<file path="src/rtl/midori_sbox_serial_driver_if.sv">
// Bundle of every signal the serial S-box driver exchanges with the round
// controller (start/done, state shares, randomness) and with the masked S-box.
// master = the driver itself, slave = the surrounding logic.
interface midori_sbox_serial_driver_if #(
  parameter int NIB = 16
);
  logic             start;
  logic             busy;
  logic             done;
  logic [4*NIB-1:0] st1_i;
  logic [4*NIB-1:0] st2_i;
  logic [4*NIB-1:0] st3_i;
  logic [4*NIB-1:0] st1_o;
  logic [4*NIB-1:0] st2_o;
  logic [4*NIB-1:0] st3_o;
  logic [95:0]      rnd_i;
  logic             rnd_valid;
  logic             rnd_ack;
  logic [3:0]       sb_in1;
  logic [3:0]       sb_in2;
  logic [3:0]       sb_in3;
  logic [7:0]       sb_neigh;
  logic [95:0]      sb_r;
  logic [3:0]       sb_out1;
  logic [3:0]       sb_out2;
  logic [3:0]       sb_out3;

  modport master (
    input  start, st1_i, st2_i, st3_i, rnd_i, rnd_valid,
           sb_out1, sb_out2, sb_out3,
    output busy, done, st1_o, st2_o, st3_o, rnd_ack,
           sb_in1, sb_in2, sb_in3, sb_neigh, sb_r
  );

  modport slave (
    output start, st1_i, st2_i, st3_i, rnd_i, rnd_valid,
           sb_out1, sb_out2, sb_out3,
    input  busy, done, st1_o, st2_o, st3_o, rnd_ack,
           sb_in1, sb_in2, sb_in3, sb_neigh, sb_r
  );
endinterface

</file>
<file path="src/rtl/midori_sbox_serial_driver.sv">
// Serial SubCell stage: pushes one nibble of a 3-share Midori state per
// issue cycle through a single registered masked S-box and reassembles the
// output shares. An issue only happens when fresh randomness is offered, so
// the S-box never sees stale shares or reused masks.
module midori_sbox_serial_driver #(
  parameter int NIB = 16
) (
  input  logic                          clk,
  input  logic                          rst_i,
  midori_sbox_serial_driver_if.master   bus
);

  localparam int IW = $clog2(NIB);
  localparam logic [IW-1:0] LAST_IDX = IW'(NIB - 1);
  localparam logic [IW:0]   LAST_CAP = (IW + 1)'(NIB - 1);

  typedef enum logic [1:0] {IDLE, RUN, DRAIN, DONE} state_t;

  state_t           state;
  state_t           state_nxt;
  logic [4*NIB-1:0] in1, in2, in3;
  logic [4*NIB-1:0] out1, out2, out3;
  logic [IW-1:0]    issue_cnt;
  logic [IW-1:0]    idx_q;
  logic [IW-1:0]    nidx;
  logic [IW:0]      cap_cnt;
  logic             vld_q;
  logic             issue;

  // neighbour nibble index, wrapping the last nibble back to nibble 0
  assign nidx = (issue_cnt == LAST_IDX) ? '0 : issue_cnt + 1'b1;

  assign bus.busy  = (state == RUN) || (state == DRAIN);
  assign bus.done  = (state == DONE);
  assign bus.st1_o = out1;
  assign bus.st2_o = out2;
  assign bus.st3_o = out3;

  // state register
  always_ff @(posedge clk or posedge rst_i) begin
    if (rst_i) state <= IDLE;
    else       state <= state_nxt;
  end

  // next state and S-box drive; the S-box ports are zero unless issuing
  always_comb begin
    state_nxt    = state;
    issue        = 1'b0;
    bus.rnd_ack  = 1'b0;
    bus.sb_in1   = '0;
    bus.sb_in2   = '0;
    bus.sb_in3   = '0;
    bus.sb_neigh = '0;
    bus.sb_r     = '0;
    case (state)
      IDLE: begin
        if (bus.start) state_nxt = RUN;
      end
      RUN: begin
        if (bus.rnd_valid) begin
          issue        = 1'b1;
          bus.rnd_ack  = 1'b1;
          bus.sb_in1   = in1[4*issue_cnt +: 4];
          bus.sb_in2   = in2[4*issue_cnt +: 4];
          bus.sb_in3   = in3[4*issue_cnt +: 4];
          bus.sb_neigh = {in2[4*nidx +: 4], in1[4*nidx +: 4]};
          bus.sb_r     = bus.rnd_i;
          if (issue_cnt == LAST_IDX) state_nxt = DRAIN;
        end
      end
      DRAIN: begin
        if (vld_q && cap_cnt == LAST_CAP) state_nxt = DONE;
      end
      DONE: begin
        state_nxt = IDLE;
      end
      default: state_nxt = IDLE;
    endcase
  end

  // input-share snapshot, issue counter and the one-deep issue pipeline tag
  always_ff @(posedge clk or posedge rst_i) begin
    if (rst_i) begin
      in1       <= '0;
      in2       <= '0;
      in3       <= '0;
      issue_cnt <= '0;
      vld_q     <= 1'b0;
      idx_q     <= '0;
    end else begin
      if (state == IDLE && bus.start) begin
        in1       <= bus.st1_i;
        in2       <= bus.st2_i;
        in3       <= bus.st3_i;
        issue_cnt <= '0;
      end else if (issue) begin
        issue_cnt <= issue_cnt + 1'b1;
      end
      vld_q <= issue;
      idx_q <= issue_cnt;
    end
  end

  // capture the S-box result one cycle after its issue
  always_ff @(posedge clk or posedge rst_i) begin
    if (rst_i) begin
      out1    <= '0;
      out2    <= '0;
      out3    <= '0;
      cap_cnt <= '0;
    end else begin
      if (vld_q) begin
        out1[4*idx_q +: 4] <= bus.sb_out1;
        out2[4*idx_q +: 4] <= bus.sb_out2;
        out3[4*idx_q +: 4] <= bus.sb_out3;
        cap_cnt            <= cap_cnt + 1'b1;
      end
      if (state == IDLE && bus.start) cap_cnt <= '0;
    end
  end

endmodule

</file>
<file path="src/flat_wrapper.sv">
// flat-port wrapper written by rule: the top's interface ports become plain ports
module midori_sbox_serial_driver_flat 
#(
  parameter int NIB = 16
)
  (clk, rst_i, bus_start, bus_st1_i, bus_st2_i, bus_st3_i, bus_rnd_i, bus_rnd_valid, bus_sb_out1, bus_sb_out2, bus_sb_out3, bus_busy, bus_done, bus_st1_o, bus_st2_o, bus_st3_o, bus_rnd_ack, bus_sb_in1, bus_sb_in2, bus_sb_in3, bus_sb_neigh, bus_sb_r);
  midori_sbox_serial_driver_if #(.NIB(NIB)) bus_i ();
  input  logic clk;
  input  logic rst_i;
  input wire logic [$bits(bus_i.start)-1:0] bus_start;
  input wire logic [$bits(bus_i.st1_i)-1:0] bus_st1_i;
  input wire logic [$bits(bus_i.st2_i)-1:0] bus_st2_i;
  input wire logic [$bits(bus_i.st3_i)-1:0] bus_st3_i;
  input wire logic [$bits(bus_i.rnd_i)-1:0] bus_rnd_i;
  input wire logic [$bits(bus_i.rnd_valid)-1:0] bus_rnd_valid;
  input wire logic [$bits(bus_i.sb_out1)-1:0] bus_sb_out1;
  input wire logic [$bits(bus_i.sb_out2)-1:0] bus_sb_out2;
  input wire logic [$bits(bus_i.sb_out3)-1:0] bus_sb_out3;
  output wire logic [$bits(bus_i.busy)-1:0] bus_busy;
  output wire logic [$bits(bus_i.done)-1:0] bus_done;
  output wire logic [$bits(bus_i.st1_o)-1:0] bus_st1_o;
  output wire logic [$bits(bus_i.st2_o)-1:0] bus_st2_o;
  output wire logic [$bits(bus_i.st3_o)-1:0] bus_st3_o;
  output wire logic [$bits(bus_i.rnd_ack)-1:0] bus_rnd_ack;
  output wire logic [$bits(bus_i.sb_in1)-1:0] bus_sb_in1;
  output wire logic [$bits(bus_i.sb_in2)-1:0] bus_sb_in2;
  output wire logic [$bits(bus_i.sb_in3)-1:0] bus_sb_in3;
  output wire logic [$bits(bus_i.sb_neigh)-1:0] bus_sb_neigh;
  output wire logic [$bits(bus_i.sb_r)-1:0] bus_sb_r;
  assign bus_i.start = bus_start;
  assign bus_i.st1_i = bus_st1_i;
  assign bus_i.st2_i = bus_st2_i;
  assign bus_i.st3_i = bus_st3_i;
  assign bus_i.rnd_i = bus_rnd_i;
  assign bus_i.rnd_valid = bus_rnd_valid;
  assign bus_i.sb_out1 = bus_sb_out1;
  assign bus_i.sb_out2 = bus_sb_out2;
  assign bus_i.sb_out3 = bus_sb_out3;
  assign bus_busy = bus_i.busy;
  assign bus_done = bus_i.done;
  assign bus_st1_o = bus_i.st1_o;
  assign bus_st2_o = bus_i.st2_o;
  assign bus_st3_o = bus_i.st3_o;
  assign bus_rnd_ack = bus_i.rnd_ack;
  assign bus_sb_in1 = bus_i.sb_in1;
  assign bus_sb_in2 = bus_i.sb_in2;
  assign bus_sb_in3 = bus_i.sb_in3;
  assign bus_sb_neigh = bus_i.sb_neigh;
  assign bus_sb_r = bus_i.sb_r;
  midori_sbox_serial_driver #(.NIB(NIB)) u_core (.clk(clk), .rst_i(rst_i), .bus(bus_i));
endmodule
</file>
<file path="config.mk">
export PLATFORM = sky130hd
export DESIGN_NAME = midori_sbox_serial_driver_flat
export DESIGN_NICKNAME = d
export VERILOG_FILES = /design/src/rtl/midori_sbox_serial_driver_if.sv /design/src/rtl/midori_sbox_serial_driver.sv /design/src/flat_wrapper.sv
export SDC_FILE = /design/constraint.sdc
export NUM_CORES = 1
export LEC_CHECK = 0
export CELL_PAD_IN_SITES_DETAIL_PLACEMENT = 0
export CELL_PAD_IN_SITES_GLOBAL_PLACEMENT = 1
export CORE_AREA = 2 2 238 240
export DETAILED_ROUTE_END_ITERATION = 10
export DIE_AREA = 0 0 240 242
export PLACE_DENSITY = 0.83
export SYNTH_ARGS = -nofsm -noshare
export SYNTH_HDL_FRONTEND = slang
export SYNTH_SLANG_ARGS = --single-unit
</file>
<file path="constraint.sdc">
create_clock -name clk -period 27.7 [get_ports clk]
set_clock_uncertainty 0.1 [all_clocks]
set_input_delay 5.54 -clock clk [delete_from_list [all_inputs] [get_ports clk]]
set_output_delay 5.54 -clock clk [all_outputs]
set_load 0.1 [all_outputs]
</file>
==> run summary, run 1 <==
Area of the multi-input gates: 8410 um2
Grt total ovfl: 0
Layout cells sized above 1: 0.167
Post-CTS Hold Fix Bufs: 0
Setup TNS: 0 ns
GRT met3 Usage: 0.0746
Yosys cell types: 59
First-pass GRT wire length: 100,000 um
Clk pwr share: 0.213
DRT Pass-1 Iters: 5
Die H: 242 um
Place WS: 13.13 ns
Largest net degree at the start of global routing: 100
Placed instance area: 25,800 um2
PD cells: 108 nW/um2
Final Instance Area: 27,400 um2
RSZ-0062 raised after global routing: no
Post-synthesis compound-gate area fraction: 0.0821
CP max FO: 98
Slew headroom: 0.185
Cell Int Power: 0.00168 W
Area share of the largest cell type after synthesis: 0.524
Antenna-violating nets left: 0
Status: completed
Mapped Area: 19,100 um2
Drt via density: 5.10
Placeable Area: 55,700 um2
Post-Syn Nets: 2,032
Vias: 15,628
Crit path required time: 22.06 ns
Post-cts sizing count: 0
Final Util: 0.491
Max_cap viols: 0
EDFF count, synth: 0
Post-synthesis mux area share: 0.211
IO Pins: 615
Worst min-delay path class: reg -> reg
Top-count cell post-synth: dfrtp_1
Post-synthesis simple-gate area fraction: 0.134
Drt wl/cell: 21.9 um
DRC Markers: 0
CP endpoint kind: output pin
Clk root buf: clkbuf_16
Period utilization: 0.529
Cell taking the most area after synthesis: dfrtp_1
Main combinational cell family by area after synthesis: multiplexers
Slew Limit Fails: 0
Post-Syn Instances: 1,718
Met1 GRT Util: 0.285
Top Usage Layer GRT: met2
GP Congestion: 0.906
Syn Area/Cell: 11.1 um2
Met2 GRT Util: 0.371
Psw: 0.00128 W
Clock Latency Late Sink: 0.58 ns
Gr usage total: 0.226
Die Width: 240 um
Final Setup Violations: 0
Fmax: 0.0683 GHz
Post-CTS Setup Bufs: 0
Clock Path Buffers: 3
Synth top area cells: dfrtp_1 52%, mux2_2 12%, nand2_1 7.1%, mux4_2 6.6%, o21ai_0 5.0%
Num CTS Buffers: 46
Layout area overhead: 43.2%
Fill count: 5,074
Combinational power share: 0.475
Ys Warns: 0
CTS clk-pin slew, worst paths: 0.06 ns
Register share of total power: 0.313
Critical path class: in -> out
Commonest cells in the netlist: 400 x dfrtp_1, 359 x nand2_1, 212 x mux2_2
Yosys reg bits: 400
XOR/XNOR Fraction of Synth Area: 0.00452
# H-tree levels: 2
LEAKAGE: 11.4 nW
Adder and majority gate portion of the synthesized area: 0.00655
Die area: 58,100 um2
Fin. Hold Viols: 0
Worst slew pin tran: 1.22 ns
Post-synthesis sequential area ratio: 0.524
Antenna violations before repair: 18
Crit path launch type: input port
TritonCTS clock tree: built
Worst Slack Setup Final: 13.06 ns
Peak supply drop: 0.0702 mV
FF/Latch Area: 10,000 um2
Post-Route WL: 67,000 um
Switching share of power: 0.433
Async SR Flop Fraction: 1.00
Sink Count: 400
Standard-cell rows: 87
# nets final: 2,578
1st-iter DRT viols: 1,117
Worst EP arrival: 9.00 ns
Post-synth top flop: dfrtp_1
DP HPWL: 48,700 um
Starting density of the core: 0.343
IO Port Bufs: 614
Number of global-route vias before repair: 15,823
Final min period: 14.64 ns
## worst max-delay path, cell delays in order
cell and delay [ns]:
buf_2 0.08, buf_4 0.55, nand2_1 0.46, clkinv_1 0.14
nand2_1 0.19, or3_1 0.43, a32oi_1 0.35, clkdlybuf4s50_1 1.21
## stage by stage
step / power (W) / hold slack, ns / instances
floorplan: 0.00194 / 0.255 / 1718
global placement: 0.00230 / 0.360 / 2972
detailed placement: 0.00233 / 0.370 / 2972
CTS: 0.00297 / 0.382 / 3054
global route: 0.00308 / 0.394 / 3055
finish: 0.00296 / 0.375 / 3063
## path summary, 6_finish.rpt
check                                     start                   end  slack, ns  depth (start not counted)
max                               bus_rnd_valid       bus_sb_neigh[2]      13.06                          8
min                        u_core.bus.st3_o[10]  u_core.bus.st3_o[10]       0.38                          2
max reg2reg                 u_core.issue_cnt[1]       u_core.state[0]      24.48                          7
min reg2reg                u_core.bus.st3_o[10]  u_core.bus.st3_o[10]       0.38                          2
max in group asynchronous                 rst_i         u_core.in1[8]      19.74                          4
min in group asynchronous                 rst_i  u_core.bus.st2_o[40]       5.38                          2
## cell type report
class	count	share of cell area
repair buffers	634	0.230
multi-input cells	1156	0.307
diodes	9	0.000823
inverters	26	0.00384
clock buffers	66	0.0489
flip-flops and latches	400	0.366
well taps	756	0.0346
clock inverters	16	0.00828
## registers in the layout, indices dropped and copies added, names as in the netlist
name and count:
u_core.idx_q 4, u_core.bus.st3_o 64, u_core.in2 64, u_core.bus.st1_o 64
u_core.issue_cnt 4, u_core.cap_cnt 5, u_core.in1 64, u_core.bus.st2_o 64
u_core.in3 64, u_core.state 2, u_core.vld_q 1
## logic make-up (layout without fill, tap and decap cells)
kind of cell             Yosys count  in the layout
adder cells (fa/ha/maj)           10             10
AO/OA/AOI/OAI                    277            277
other                              0              9
XOR/XNOR                           9              9
AND/OR/NAND/NOR                  563            563
buffers and inverters            162            742
flip-flops                       400            400
multiplexers                     297            297
## cell usage in the layout, fill, tap and decap left out, drive strengths merged, types with 5 or more instances in the layout
| master | instances |
|---|---|
| a211oi | 10 |
| a21oi | 18 |
| a32oi | 5 |
| and2 | 22 |
| and3 | 98 |
| buf | 21 |
| bufinv | 5 |
| clkbuf | 66 |
| clkdlybuf4s50 | 613 |
| clkinv | 9 |
| dfrtp | 400 |
| diode | 9 |
| ha | 10 |
| inv | 27 |
| mux2 | 212 |
| mux2i | 23 |
| mux4 | 62 |
| nand2 | 359 |
| nand3 | 21 |
| nand4 | 9 |
| nor2 | 25 |
| nor3 | 13 |
| o21ai | 201 |
| o221ai | 6 |
| o22ai | 8 |
| xnor2 | 5 |
## power by group through the flow
stage / Sequential (W) / Clock, W / Combinational [W]
2_1_floorplan: 0.00109 / 0 / 0.000844
4_1_cts: 0.000924 / 0.000643 / 0.00141
6_report: 0.000926 / 0.000630 / 0.00141
3_3_place_gp: 0.000921 / 0 / 0.00138
5_1_grt: 0.000946 / 0.000664 / 0.00147
3_5_place_dp: 0.000933 / 0 / 0.00140
## routing by layer
layer	vias to the layer above	routed length, um
met5	-	103
met4	18	1600
met3	113	6110
met2	622	31700
met1	7730	27500
li1	7145	-
Note: power is estimated with default switching activity, not from simulation.
==> run 2: changes to the inputs <==
--- a/config.mk
+++ b/config.mk
@@ -7,10 +7,10 @@
 export LEC_CHECK = 0
 export CELL_PAD_IN_SITES_DETAIL_PLACEMENT = 0
 export CELL_PAD_IN_SITES_GLOBAL_PLACEMENT = 1
-export CORE_AREA = 2 2 238 240
+export CORE_AREA = 2 2 241 243
 export DETAILED_ROUTE_END_ITERATION = 10
-export DIE_AREA = 0 0 240 242
-export PLACE_DENSITY = 0.83
+export DIE_AREA = 0 0 243 245
+export PLACE_DENSITY = 0.82
 export SYNTH_ARGS = -nofsm -noshare
 export SYNTH_HDL_FRONTEND = slang
 export SYNTH_SLANG_ARGS = --single-unit
==> constraint.sdc (replaced) <==
create_clock -name clk -period 14.3 [get_ports clk]
set_clock_uncertainty 0.1 [all_clocks]
set_input_delay 2.86 -clock clk [delete_from_list [all_inputs] [get_ports clk]]
set_output_delay 2.86 -clock clk [all_outputs]
set_load 0.1 [all_outputs]
==> run 2 against run 1 <==
  * Final area decreased by 0.15%
  * Sequential power increased by 93%
  * Routed wire length increased by 1.5%
  * Power increased by 93%
  * Non-clock buffer count unchanged
  * Register-to-register slack got worse by 13 ns
  * Highest routed layer unchanged
==> run summary, run 2 (same netlist as run 1, synthesis figures left out) <==
Status: completed (unchanged)
Die Width: 243 um (was 240 um)
Layout area overhead: 43.0% (was 43.2%)
Critical-path top delay cell: clkdlybuf4s50_1 (unchanged)
Hold path startpoint: u_core.bus.st1_o[59] (was u_core.bus.st3_o[10])
Fin. Hold Viols: 0 (unchanged)
Slew headroom: 0.148 (was 0.185)
CTS clk-pin slew, worst paths: 0.06 ns (about the same)
IO Port Bufs: 614 (unchanged)
DP HPWL: 49,600 um (was 48,700 um)
TritonCTS clock tree: built (unchanged)
Standard-cell rows: 88 (was 87)
IO Pins: 615 (unchanged)
First-pass GRT wire length: 102,000 um (was 100,000 um)
Sink Count: 400 (unchanged)
Clock Latency Late Sink: 0.58 ns (about the same)
Drt via density: 5.10 (about the same)
Post-cts sizing count: 0 (unchanged)
Number of global-route vias before repair: 15,884 (was 15,823)
Clock Path Buffers: 3 (unchanged)
Worst min-delay path class: reg -> reg (unchanged)
Final min period: 9.19 ns
Placeable Area: 57,000 um2 (was 55,700 um2)
Worst slew pin tran: 1.27 ns (was 1.22 ns)
Grt total ovfl: 0 (unchanged)
Antenna-violating nets left: 0 (unchanged)
Antenna violations before repair: 22 (was 18)
Fin cells: 3,072 (was 3,063)
CP endpoint kind: output pin (unchanged)
GP Congestion: 0.968 (was 0.906)
# nets final: 2,577 (was 2,578)
CP startpoint: bus_rnd_valid (unchanged)
Max_cap viols: 0 (unchanged)
Most common cell after layout, fill and taps aside: clkdlybuf4s50_1 (unchanged)
Cells along the critical path: buf_2 > buf_4 > nand2_1 > clkinv_1 > buf_4 > nand2_1 > a32oi_1 > clkdlybuf4s50_1 (was buf_2 > buf_4 > nand2_1 > clkinv_1 > nand2_1 > or3_1 > a32oi_1 > clkdlybuf4s50_1)
RSZ-0062 raised after global routing: no (unchanged)
Crit path required time: 11.34 ns (was 22.06 ns)
Num CTS Buffers: 45 (was 46)
CP max FO: 98 (unchanged)
Layout cells sized above 1: 0.167 (about the same)
Vias: 15,675 (was 15,628)
Placed insts: 2,981 (was 2,972)
Worst R2R Start: u_core.state[1] (was u_core.issue_cnt[1])
Critical path class: in -> out (unchanged)
Die area: 59,500 um2 (was 58,100 um2)
DRC Markers: 0 (unchanged)
Period utilization: 0.643
Drt wl/cell: 22.1 um (was 21.9 um)
Total Power: 0.00572 W (was 0.00296 W)
Crit path launch type: input port (unchanged)
Fmax: 0.109 GHz
Clk root buf: clkbuf_16 (unchanged)
Post-CTS Setup Bufs: 0 (unchanged)
Largest net degree at the start of global routing: 155 (was 100)
DRT Pass-1 Iters: 6 (was 5)
PD cells: 209 nW/um2 (was 108 nW/um2)
Post-CTS Hold Fix Bufs: 0 (unchanged)
Final Setup Violations: 0 (unchanged)
Gr usage total: 0.224 (was 0.226)
Slowest stage delay, CP: 1.21 ns (about the same)
Post-Route WL: 68,000 um (was 67,000 um)
# H-tree levels: 2 (unchanged)
Setup TNS: 0 ns (unchanged)
Most frequent cells in the layout: 613 x clkdlybuf4s50_1, 398 x dfrtp_1, 359 x nand2_1 (unchanged)
Slew Limit Fails: 0 (unchanged)
Peak supply drop: 0.139 mV (was 0.0702 mV)
1st-iter DRT viols: 1,050 (was 1,117)
Starting density of the core: 0.335 (was 0.343)
Die H: 245 um (was 242 um)
LEAKAGE: 11.4 nW (about the same)
Worst EP arrival: 6.23 ns (was 9.00 ns)
-- run 2: cell count changes in the layout (fill, tap and decap cells not counted), sizes merged --
cell and delta:
bufinv -1, clkbuf -2, clkinv -1, diode +4
-- run 2: area by class of cell --
cell class / count / area [um2]
timing repair buffer: 634 / 6300
clock inverter: 14 / 183
inverter: 26 / 105
antenna: 13 / 32.5
multi-input combinational: 1156 / 8390
tap: 765 / 957
sequential: 400 / 10000
fill: 5261 / 29700
clock buffer: 64 / 1330
-- run 2: final timing paths --
| check | cells past startpoint | endpoint | slack (ns) |
|---|---|---|---|
| setup reg to reg | 5 | u_core.in1[41] | 11.19 |
| hold / removal | 2 | u_core.bus.st1_o[59] | 0.38 |
| max in group asynchronous | 3 | u_core.bus.st3_o[35] | 9.78 |
| min in group asynchronous | 2 | u_core.bus.st1_o[3] | 2.82 |
| hold reg to reg | 2 | u_core.bus.st1_o[59] | 0.38 |
| setup / recovery | 8 | bus_sb_neigh[7] | 5.11 |
-- run 2: metal layers --
metal / global-route usage / up-vias / share of wire
li1: - / 7160 / -
met1: 0.283 / 7723 / 0.41
met2: 0.366 / 631 / 0.47
met3: 0.0766 / 141 / 0.094
met4: 0.0623 / 20 / 0.025
met5: 0 / - / 0.0019
-- run 2: report_power, final --
group / total (W) / internal [W] / switching [W]
clock network: 0.00119 / 0.000716 / 0.000474
logic: 0.00274 / 0.00102 / 0.00172
registers: 0.00179 / 0.00149 / 0.000297
total: 0.00572 / 0.00322 / 0.00249
-- run 2: worst max-delay path: cells and delay by family --
kind	cells	cell delay (ns)
buf+inv	5	2.30
compound gates	1	0.39
simple gates	2	0.66
-- run 2: through the flow --
step,utilization,setup slack (ns),hold slack (ns),cell area [um2]
detailed placement,0.452,5.15,0.370,25800
global route,0.478,4.87,0.398,27300
global placement,0.452,5.23,0.360,25800
finish,0.479,5.11,0.377,27300
CTS,0.478,5.14,0.383,27300
floorplan,-,0.216,0.255,19100
==> run 3: changes to the inputs <==
==> constraint.sdc (replaced) <==
create_clock -name clk -period 9.2 [get_ports clk]
set_clock_uncertainty 0.1 [all_clocks]
set_input_delay 1.84 -clock clk [delete_from_list [all_inputs] [get_ports clk]]
set_output_delay 1.84 -clock clk [all_outputs]
set_load 0.1 [all_outputs]
==> run 3 against run 2 <==
  * Final cell count is essentially flat
  * Final area is essentially flat
  * Clock power grew 56%
  * Register-to-register slack lost 5.3 ns
  * Global-route usage shrank 0.60 points
  * Setup slack lost 3.4 ns
  * Clock-buffer cell count shrank 1
  * Die area is the same
  * Routed wire length shrank 2.4%
  * Via count shrank 0.70%
  * Critical path type is now reg -> out
  * Highest routed layer unchanged
==> run summary, run 3 (same netlist as run 1, synthesis figures left out) <==
DRC Markers: 0 (unchanged)
# H-tree levels: 2 (unchanged)
Post-CTS Setup Bufs: 0 (unchanged)
Die area: 59,500 um2 (unchanged)
Post-cts sizing count: 0 (unchanged)
Worst R2R Start: u_core.issue_cnt[0] (was u_core.state[1])
Antenna-violating nets left: 0 (unchanged)
PD cells: 323 nW/um2 (was 209 nW/um2)
# nets final: 2,575 (was 2,577)
Number of global-route vias before repair: 15,545 (was 15,884)
Worst slew pin tran: 1.14 ns (was 1.27 ns)
Starting density of the core: 0.335 (unchanged)
Clock Latency Late Sink: 0.59 ns (was 0.58 ns)
Clock Path Buffers: 3 (unchanged)
Worst min-delay path class: reg -> reg (unchanged)
Critical R2R Capture: u_core.state[0] (was u_core.in1[41])
Layout area overhead: 43.0% (about the same)
Fin cells: 3,070 (was 3,072)
Cells along the critical path: ha_1 > nor2b_1 > nor2_1 > o22ai_1 > or3_1 > a32oi_1 > clkdlybuf4s50_1 (was buf_2 > buf_4 > nand2_1 > clkinv_1 > buf_4 > nand2_1 > a32oi_1 > clkdlybuf4s50_1)
Slowest stage delay, CP: 1.22 ns (was 1.21 ns)
RSZ-0062 raised after global routing: no (unchanged)
Drt wl/cell: 21.6 um (was 22.1 um)
Drt via density: 5.07 (was 5.10)
Fin. Hold Viols: 0 (unchanged)
Met2 GRT Util: 0.357 (was 0.366)
CTS clk-pin slew, worst paths: 0.06 ns (about the same)
CP max FO: 48 (was 98)
Fill count: 5,169 (was 5,261)
Hold path startpoint: u_core.bus.st2_o[9] (was u_core.bus.st1_o[59])
IO Port Bufs: 614 (unchanged)
Standard-cell rows: 88 (unchanged)
Peak supply drop: 0.210 mV (was 0.139 mV)
1st-iter DRT viols: 1,094 (was 1,050)
Die H: 245 um (unchanged)
Antenna violations before repair: 23 (was 22)
Hold path endpoint: u_core.bus.st2_o[9] (was u_core.bus.st1_o[59])
Clk pwr share: 0.211 (was 0.208)
GP Congestion: 0.922 (was 0.968)
Worst EP arrival: 5.58 ns (was 6.23 ns)
Clk root buf: clkbuf_16 (unchanged)
Status: completed (unchanged)
IO Pins: 615 (unchanged)
Post-Route WL: 66,400 um (was 68,000 um)
GRT met3 Usage: 0.0660 (was 0.0766)
Reg2Reg Depth: 6 (was 5)
LEAKAGE: 11.4 nW (about the same)
Layout cells sized above 1: 0.168 (was 0.167)
Fmax: 0.133 GHz
Slew headroom: 0.234 (was 0.148)
Largest net degree at the start of global routing: 183 (was 155)
Most frequent cells in the layout: 613 x clkdlybuf4s50_1, 398 x dfrtp_1, 359 x nand2_1 (unchanged)
Min-Delay Path Depth: 2 (unchanged)
Register share of total power: 0.321 (was 0.313)
Max_cap viols: 0 (unchanged)
Placed insts: 2,979 (was 2,981)
Final min period: 7.52 ns
Combinational power share: 0.469 (was 0.479)
DRT Pass-1 Iters: 5 (was 6)
Setup TNS: 0 ns (unchanged)
Most common cell after layout, fill and taps aside: clkdlybuf4s50_1 (unchanged)
CP endpoint kind: output pin (unchanged)
Sink Count: 400 (unchanged)
Slew Limit Fails: 0 (unchanged)
DP HPWL: 49,200 um (was 49,600 um)
First-pass GRT wire length: 99,400 um (was 102,000 um)
Switching share of power: 0.437 (was 0.436)
Psw: 0.00385 W (was 0.00249 W)
Crit path launch type: register (was input port)
Cell Int Power: 0.00497 W (was 0.00322 W)
Total Power: 0.00882 W (was 0.00572 W)
Vias: 15,565 (was 15,675)
Post-CTS Hold Fix Bufs: 0 (unchanged)
TritonCTS clock tree: built (unchanged)
R2R setup slack: 5.89 ns (was 11.19 ns)
Critical path class: reg -> out (was in -> out)
Top Usage Layer GRT: met2 (unchanged)
Die Width: 243 um (unchanged)
Grt total ovfl: 0 (unchanged)
Num CTS Buffers: 45 (unchanged)
Period utilization: 0.818
Met1 GRT Util: 0.282 (was 0.283)
Gr usage total: 0.218 (was 0.224)
Crit path required time: 7.26 ns (was 11.34 ns)
Critical-path top delay cell: clkdlybuf4s50_1 (unchanged)
Placeable Area: 57,000 um2 (unchanged)
Final Setup Violations: 0 (unchanged)
-- run 3: cell count changes in the layout (fill, tap and decap cells not counted), sizes merged --
| cell | delta |
|---|---|
| bufinv | -2 |
| inv | +5 |
| clkbuf | -1 |
| clkinvlp | +4 |
| buf | -2 |
| diode | -6 |
-- run 3: final cells by class --
class / count / area, um2 / share of cell area
Sequential cell: 400 / 10000 / 0.367
Multi-Input combinational cell: 1156 / 8390 / 0.307
Timing Repair Buffer: 632 / 6300 / 0.231
Clock buffer: 63 / 1340 / 0.0489
Tap cell: 765 / 957 / 0.0350
Clock inverter: 21 / 201 / 0.00737
Inverter: 26 / 101 / 0.00371
Antenna cell: 7 / 17.5 / 0.000641
-- run 3: critical path, delay by kind of cell (launching register included) --
kind / cells / cell delay (ns)
AO/OA/AOI/OAI: 2 / 0.53
adder cells (fa/ha/maj): 1 / 0.96
buffers and inverters: 1 / 1.22
flip-flops: 1 / 0.98
AND/OR/NAND/NOR: 3 / 1.27
-- run 3: through the flow --
stage                     area (um2)  utilization  hold slack (ns)  setup WS, ns
after floorplan                19100            -            0.255          1.87
after detailed placement       25800        0.452            0.369          1.99
after global routing           27300        0.479            0.394          1.40
final                          27300        0.479            0.375          1.68
after global placement         25800        0.452            0.360          1.99
after CTS                      27300        0.479            0.382          1.73
-- run 3: worst max-delay path by stage --
stage | cells past startpoint | startpoint | end
6_report | 7 | u_core.issue_cnt[0] | bus_sb_neigh[7]
5_1_grt | 7 | u_core.issue_cnt[0] | bus_sb_neigh[7]
4_1_cts | 7 | u_core.issue_cnt[0] | bus_sb_neigh[7]
3_5_place_dp | 8 | bus_rnd_valid | bus_sb_neigh[7]
3_3_place_gp | 8 | bus_rnd_valid | bus_sb_neigh[7]
2_1_floorplan | 1 | rst_i | u_core.bus.st1_o[0]
-- run 3: routing by layer --
metal	share of wire	routed length (um)
met2	0.47	31500
met5	0.0029	195
met4	0.021	1420
met1	0.42	27800
met3	0.083	5500
-- run 3: power groups by stage --
stage | clock, W | combinational, W | sequential, W
global route | 0.00197 | 0.00433 | 0.00289
global placement | 0 | 0.00406 | 0.00283
detailed placement | 0 | 0.00412 | 0.00285
floorplan | 0 | 0.00254 | 0.00330
finish | 0.00186 | 0.00413 | 0.00283
CTS | 0.00191 | 0.00414 | 0.00283
